### config.mk
export PLATFORM = sky130hd
export DESIGN_NAME = sram_access_ctrl
export DESIGN_NICKNAME = d
export VERILOG_FILES = /design/src/rtl/sram_access_ctrl.sv
export SDC_FILE = /design/constraint.sdc
export NUM_CORES = 1
export LEC_CHECK = 0
export CAP_MARGIN = 5
export CORE_AREA = 2 2 103 105
export CTS_CLUSTER_DIAMETER = 80
export DETAILED_ROUTE_END_ITERATION = 16
export DIE_AREA = 0 0 105 107
export HOLD_SLACK_MARGIN = 0.1
export PLACE_DENSITY = 0.78
export RECOVER_POWER = 100
export SKIP_LAST_GASP = 1
export SLEW_MARGIN = 0
export SYNTH_ARGS = -nofsm -noshare
export SYNTH_HDL_FRONTEND = slang
export SYNTH_SLANG_ARGS = --single-unit
### constraint.sdc
create_clock -name clk_i -period 2.53 [get_ports clk_i]
set_input_delay 0.3795 -clock clk_i [delete_from_list [all_inputs] [get_ports clk_i]]
set_output_delay 0.3795 -clock clk_i [all_outputs]
set_load 0.01 [all_outputs]
### src/rtl/sram_access_ctrl.sv
// sram_access_ctrl: turns one 32-bit MEM-stage load/store into two sequenced
// 16-bit SRAM accesses (low half, then high half), stalling the pipeline via
// ready_o while the access is in flight.
// Optional feature macro: SRAM_CTRL_RDBUF_EN (one-entry read buffer that lets
// a load of the most recently accessed word complete without SRAM activity).
module sram_access_ctrl #(
    parameter int ADDR_W      = 16,
    parameter int WAIT_CYCLES = 3,
    parameter int BASE_ADDR   = 1024
) (
    input  logic              clk_i,
    input  logic              rst_ni,
    input  logic              mem_r_en_i,
    input  logic              mem_w_en_i,
    input  logic [31:0]       addr_i,
    input  logic [31:0]       wdata_i,
    output logic [31:0]       rdata_o,
    output logic              ready_o,
    output logic [ADDR_W-1:0] sram_addr_o,
    output logic [15:0]       sram_wdata_o,
    input  logic [15:0]       sram_rdata_i,
    output logic              sram_we_n_o
);

    localparam int OFF_W = ADDR_W - 1;
    localparam int CNT_W = (WAIT_CYCLES > 1) ? $clog2(WAIT_CYCLES) : 1;
    localparam logic [CNT_W-1:0] CNT_LAST = CNT_W'(WAIT_CYCLES - 1);

    typedef enum logic [1:0] {
        ST_IDLE = 2'd0,
        ST_LO   = 2'd1,
        ST_HI   = 2'd2,
        ST_DONE = 2'd3
    } state_t;

    state_t             state_q, state_d;
    logic [CNT_W-1:0]   cnt_q, cnt_d;
    logic [OFF_W-1:0]   off_q, off_d;
    logic [15:0]        wdata_hi_q, wdata_hi_d;
    logic               wr_q, wr_d;
    logic [31:0]        rdata_q, rdata_d;
    logic [ADDR_W-1:0]  sram_addr_q, sram_addr_d;
    logic [15:0]        sram_wdata_q, sram_wdata_d;
    logic               sram_we_n_q, sram_we_n_d;
    logic               req_s;
    logic [OFF_W-1:0]   off_s;

`ifdef SRAM_CTRL_RDBUF_EN
    logic [15:0]        wdata_lo_q, wdata_lo_d;
    logic               buf_vld_q, buf_vld_d;
    logic [OFF_W-1:0]   buf_off_q, buf_off_d;
    logic [31:0]        buf_data_q, buf_data_d;
`endif

    assign req_s = mem_r_en_i | mem_w_en_i;
    // Word offset relative to the SRAM window; truncation makes it wrap modulo the SRAM size.
    assign off_s = OFF_W'((addr_i - 32'(BASE_ADDR)) >> 2);

    assign ready_o      = ~req_s | (state_q == ST_DONE);
    assign rdata_o      = rdata_q;
    assign sram_addr_o  = sram_addr_q;
    assign sram_wdata_o = sram_wdata_q;
    assign sram_we_n_o  = sram_we_n_q;

    // State and datapath registers with synchronous active-low reset.
    always_ff @(posedge clk_i) begin
        if (!rst_ni) begin
            state_q      <= ST_IDLE;
            cnt_q        <= '0;
            off_q        <= '0;
            wdata_hi_q   <= 16'h0000;
            wr_q         <= 1'b0;
            rdata_q      <= 32'h0000_0000;
            sram_addr_q  <= '0;
            sram_wdata_q <= 16'h0000;
            sram_we_n_q  <= 1'b1;
`ifdef SRAM_CTRL_RDBUF_EN
            wdata_lo_q   <= 16'h0000;
            buf_vld_q    <= 1'b0;
            buf_off_q    <= '0;
            buf_data_q   <= 32'h0000_0000;
`endif
        end else begin
            state_q      <= state_d;
            cnt_q        <= cnt_d;
            off_q        <= off_d;
            wdata_hi_q   <= wdata_hi_d;
            wr_q         <= wr_d;
            rdata_q      <= rdata_d;
            sram_addr_q  <= sram_addr_d;
            sram_wdata_q <= sram_wdata_d;
            sram_we_n_q  <= sram_we_n_d;
`ifdef SRAM_CTRL_RDBUF_EN
            wdata_lo_q   <= wdata_lo_d;
            buf_vld_q    <= buf_vld_d;
            buf_off_q    <= buf_off_d;
            buf_data_q   <= buf_data_d;
`endif
        end
    end

    // Next-state and registered-output logic for the IDLE/LO/HI/DONE sequence.
    always_comb begin
        state_d      = state_q;
        cnt_d        = cnt_q;
        off_d        = off_q;
        wdata_hi_d   = wdata_hi_q;
        wr_d         = wr_q;
        rdata_d      = rdata_q;
        sram_addr_d  = sram_addr_q;
        sram_wdata_d = sram_wdata_q;
        sram_we_n_d  = sram_we_n_q;
`ifdef SRAM_CTRL_RDBUF_EN
        wdata_lo_d   = wdata_lo_q;
        buf_vld_d    = buf_vld_q;
        buf_off_d    = buf_off_q;
        buf_data_d   = buf_data_q;
`endif
        case (state_q)
            ST_IDLE: begin
                if (req_s) begin
                    off_d      = off_s;
                    wdata_hi_d = wdata_i[31:16];
                    wr_d       = mem_w_en_i;   // both enables high counts as a store
                    cnt_d      = '0;
`ifdef SRAM_CTRL_RDBUF_EN
                    wdata_lo_d = wdata_i[15:0];
                    if (!mem_w_en_i && buf_vld_q && (buf_off_q == off_s)) begin
                        // Buffer hit: answer from the buffer, leave the SRAM pins alone.
                        state_d = ST_DONE;
                        rdata_d = buf_data_q;
                    end else begin
                        state_d      = ST_LO;
                        sram_addr_d  = {off_s, 1'b0};
                        sram_wdata_d = wdata_i[15:0];
                        sram_we_n_d  = ~mem_w_en_i;
                    end
`else
                    state_d      = ST_LO;
                    sram_addr_d  = {off_s, 1'b0};
                    sram_wdata_d = wdata_i[15:0];
                    sram_we_n_d  = ~mem_w_en_i;
`endif
                end else begin
                    state_d = ST_IDLE;
                end
            end
            ST_LO: begin
                if (cnt_q == CNT_LAST) begin
                    cnt_d        = '0;
                    state_d      = ST_HI;
                    sram_addr_d  = {off_q, 1'b1};
                    sram_wdata_d = wdata_hi_q;
                    if (!wr_q) begin
                        rdata_d[15:0] = sram_rdata_i;
                    end else begin
                        rdata_d = rdata_q;
                    end
                end else begin
                    cnt_d = cnt_q + CNT_W'(1);
                end
            end
            ST_HI: begin
                if (cnt_q == CNT_LAST) begin
                    cnt_d       = '0;
                    state_d     = ST_DONE;
                    sram_we_n_d = 1'b1;
                    if (!wr_q) begin
                        rdata_d[31:16] = sram_rdata_i;
                    end else begin
                        rdata_d = rdata_q;
                    end
`ifdef SRAM_CTRL_RDBUF_EN
                    buf_vld_d = 1'b1;
                    buf_off_d = off_q;
                    if (wr_q) begin
                        buf_data_d = {wdata_hi_q, wdata_lo_q};
                    end else begin
                        buf_data_d = {sram_rdata_i, rdata_q[15:0]};
                    end
`endif
                end else begin
                    cnt_d = cnt_q + CNT_W'(1);
                end
            end
            ST_DONE: begin
                // The pipeline advances here; a still-high request is a new instruction.
                state_d = ST_IDLE;
            end
            default: begin
                state_d     = ST_IDLE;
                sram_we_n_d = 1'b1;
            end
        endcase
    end

endmodule

==> results of run 1 <==
[how the worst max path moves through the flow]
stage | from | end | slack, ns | cells past startpoint
floorplan | state_q[0]$_SDFFE_PN0P_ | sram_addr_o[15]$_SDFFE_PN0P_ | 0.84 | 8
CTS | mem_w_en_i | ready_o | 0.40 | 3
global route | state_q[0]$_SDFFE_PN0P_ | sram_addr_o[15]$_SDFFE_PN0P_ | 0.24 | 7
finish | mem_w_en_i | ready_o | 0.35 | 3
detailed placement | mem_w_en_i | sram_addr_o[15]$_SDFFE_PN0P_ | 0.41 | 6
global placement | mem_w_en_i | ready_o | 0.41 | 3
[power breakdown]
group / internal, mW / switching [mW] / total, mW
combinational: 1.14 / 1.26 / 2.40
clock: 0.583 / 0.546 / 1.13
sequential: 1.97 / 0.207 / 2.18
[logic make-up (layout without fill, tap and decap cells)]
family          Yosys count  in the layout
buf+inv                  44            160
mux                      30             30
flops                   101            101
simple gates            190            190
xor+xnor                  3              3
fa+ha+maj                 7              7
compound gates          109            109
[worst register-to-register path, delay by kind of cell (launching register included)]
family | cells | cell delay [ns]
flops | 1 | 0.42
buf+inv | 2 | 0.33
compound gates | 2 | 0.61
fa+ha+maj | 1 | 0.35
simple gates | 2 | 0.32
[layout by cell type, fill, tap and decap left out, types with 3 or more instances in the layout]
| cell type | instances |
|---|---|
| buf_4 | 5 |
| a21boi_0 | 55 |
| nand2_1 | 120 |
| ha_1 | 6 |
| clkdlybuf4s50_1 | 65 |
| o21ai_0 | 7 |
| nand2b_1 | 5 |
| clkbuf_2 | 3 |
| clkbuf_8 | 10 |
| nand3_1 | 17 |
| nor2_1 | 5 |
| nor2b_1 | 11 |
| nand3b_1 | 17 |
| dlygate4sd3_1 | 66 |
| inv_1 | 4 |
| dfxtp_1 | 101 |
| nor3_1 | 6 |
| o211a_1 | 29 |
| mux2i_1 | 30 |
| nor3b_1 | 3 |
[layout make-up]
class	count	area [um2]
Clock inverter	5	85.1
Fill cell	922	4070
Inverter	4	15.0
Timing Repair Buffer	141	1390
Tap cell	136	170
Clock buffer	10	138
Sequential cell	101	2020
Multi-Input combinational cell	339	2200
[sequential cells by signal (all words and copies together) (netlist names)]
register      flops
cnt_q             2
sram_wdata_o     16
off_q            15
wr_q              1
sram_addr_o      16
wdata_hi_q       16
state_q           2
sram_we_n_o       1
rdata_o          32
[through the flow]
step                      utilization (%)  setup slack, ns
after floorplan                         -            0.837
after global placement               57.7            0.414
after detailed placement             57.7            0.415
after CTS                            59.9            0.395
after global routing                 59.6            0.239
final                                59.6            0.353
[layer usage]
metal / vias up / routed length [um]
met1: 1765 / 4720
met4: 0 / 116
li1: 1880 / -
met2: 113 / 4970
met5: - / 0
met3: 12 / 838
==> impl_metrics.json, run 1 <==
{
  "outcome": "finished, final reports clean",
  "final_hold_viol_count": 0,
  "ys.flop_type": "dfxtp_1",
  "core_area_mm2": 0.0101,
  "nets": 687,
  "synth_simple_gate_area_share_pct": 20.3,
  "drtAntennaViolNets": 0,
  "grt_util_met1_pct": 22.5,
  "numCtsBuffers": 9,
  "ys_ff_latch": 101,
  "dr.pass1.iters": 4,
  "antenna_found_initial": 0,
  "synthCells": 484,
  "irDropWorstVdd_v": 0.000589,
  "gr-total-overflow": 0,
  "layout-drive-gt1-share_pct": 5.33,
  "ys_top_cells_by_count": "nand2_1 (119), dfxtp_1 (101), a21boi_0 (53)",
  "vias": 3770,
  "instances_no_fill": 736,
  "synth_edf_count": 0,
  "yosysSeqAreaShare_pct": 45.1,
  "synth_top_area_cell": "dfxtp_1",
  "die-area_mm2": 0.0112,
  "avgSynthCellArea_um2": 9.27,
  "synth_cell_types": 41,
  "r2r_end": "sram_addr_o[15]$_SDFFE_PN0P_",
  "synth_xor_area_share_pct": 0.586,
  "cp_num_buf_inv": 2,
  "cpMaxStageDelayCell": "dlygate4sd3_1",
  "regToRegStartpoint": "state_q[0]$_SDFFE_PN0P_",
  "slew_headroom_pct": 43.0,
  "ys_async_sr_fraction_pct": 0,
  "grt_setup_unrepaired": "no",
  "min_path_type": "input port to flop",
  "grt_pass1_wl_mm": 17.3,
  "grt_usage_pct": 18.8,
  "io_pins": 150,
  "wl_mm": 10.6,
  "fin_worst_skew_ns": 0.0111,
  "setup_tns_ns": 0,
  "syn_to_final_growth_pct": 34.2,
  "r2r_cells": 7,
  "placed_cells_incl_taps": 721,
  "yosysWarnings": 0,
  "drv_cap": 0,
  "syn-cell-area_mm2": 0.00449,
  "setup_violations": 0,
  "core.rowCount": 37,
  "hp-start": "rst_ni",
  "p_per_area_mw_per_mm2": 948,
  "synth_top_cell_area_share_pct": 45.1,
  "numPortBuffers": 132,
  "dpl-instance-area_mm2": 0.00582,
  "period_share_pct": 86.0,
  "timing.hold.ws_ns": 0.454,
  "drt-initial-drc-count": 131,
  "grt_max_degree": 45,
  "muxShareOfSynthArea_pct": 6.69,
  "postLayoutCellArea_mm2": 0.00602,
  "syn-num-nets": 575,
  "use_met3_pct": 6.38,
  "via_per_inst": 5.12,
  "synth_compound_area_share_pct": 19.8,
  "min_path_cells": 2,
  "path_max_fanout": 6,
  "max_freq_mhz": 459,
  "grtUsageMet2_pct": 31.9,
  "max_stage_delay_ns": 0.65,
  "die_h_um": 107,
  "start_util_pct": 44.5,
  "yosysMostFrequentCell": "nand2_1",
  "synth_fa_ha_area_share_pct": 1.95,
  "grt_pass1_vias": 3663,
  "cp_top_family": "buffers and inverters",
  "ctsRootBufferMaster": "clkbuf_8",
  "p_leak_nw": 2.59,
  "place_congestion": 0.771,
  "post_cts_resized": 0,
  "worstSkewPairLatency_ns": 0.35,
  "worstPathRequired_ns": 2.15,
  "clkTransAtPathRegs_ns": 0.10,
  "top_usage_layer": "met2",
  "r2r_setup_slack_ns": 0.41,
  "cts_sinks": 101,
  "routedWlPerCell_um": 14.5,
  "arrival_ns": 1.80,
  "start_kind": "input port",
  "drv_slew": 0,
  "htreeDepth": 3,
  "drc": 0,
  "cts_tree": "yes",
  "path_cells": "dlygate4sd3_1 > o21bai_1 > clkdlybuf4s50_1",
  "clk_path_buf_depth": 2,
  "hpwl_mm": 7.49,
  "cts_hold_buf": 0,
  "antenna_cells": 0,
  "post_cts_buffers": 0,
  "tightest_slew_ns": 0.854,
  "die_width_um": 105,
  "whs_endpoint": "off_q[10]$_SDFFE_PN0P_",
  "synth_area_leaders": "dfxtp_1 (45%), nand2_1 (10%), a21boi_0 (8.9%)",
  "period_needed_ns": 2.18,
  "synth_top_family_by_area": "simple AND/OR/NAND/NOR gates",
  "setup.worst_path.end_class": "output port",
  "finalPower_mw": 5.71,
  "crit_type": "input port to output port"
}
Note: power is estimated with default switching activity, not from simulation.
==> inputs of run 2 (changes only) <==
--- a/config.mk
+++ b/config.mk
@@ -13,6 +13,7 @@
 export HOLD_SLACK_MARGIN = 0.1
 export PLACE_DENSITY = 0.78
 export RECOVER_POWER = 100
+export SKIP_CTS_REPAIR_TIMING = 1
 export SKIP_LAST_GASP = 1
 export SLEW_MARGIN = 0
 export SYNTH_ARGS = -nofsm -noshare
==> results of run 2 <==
No change in the layout: final DEF, timing and power equal those of run 1.
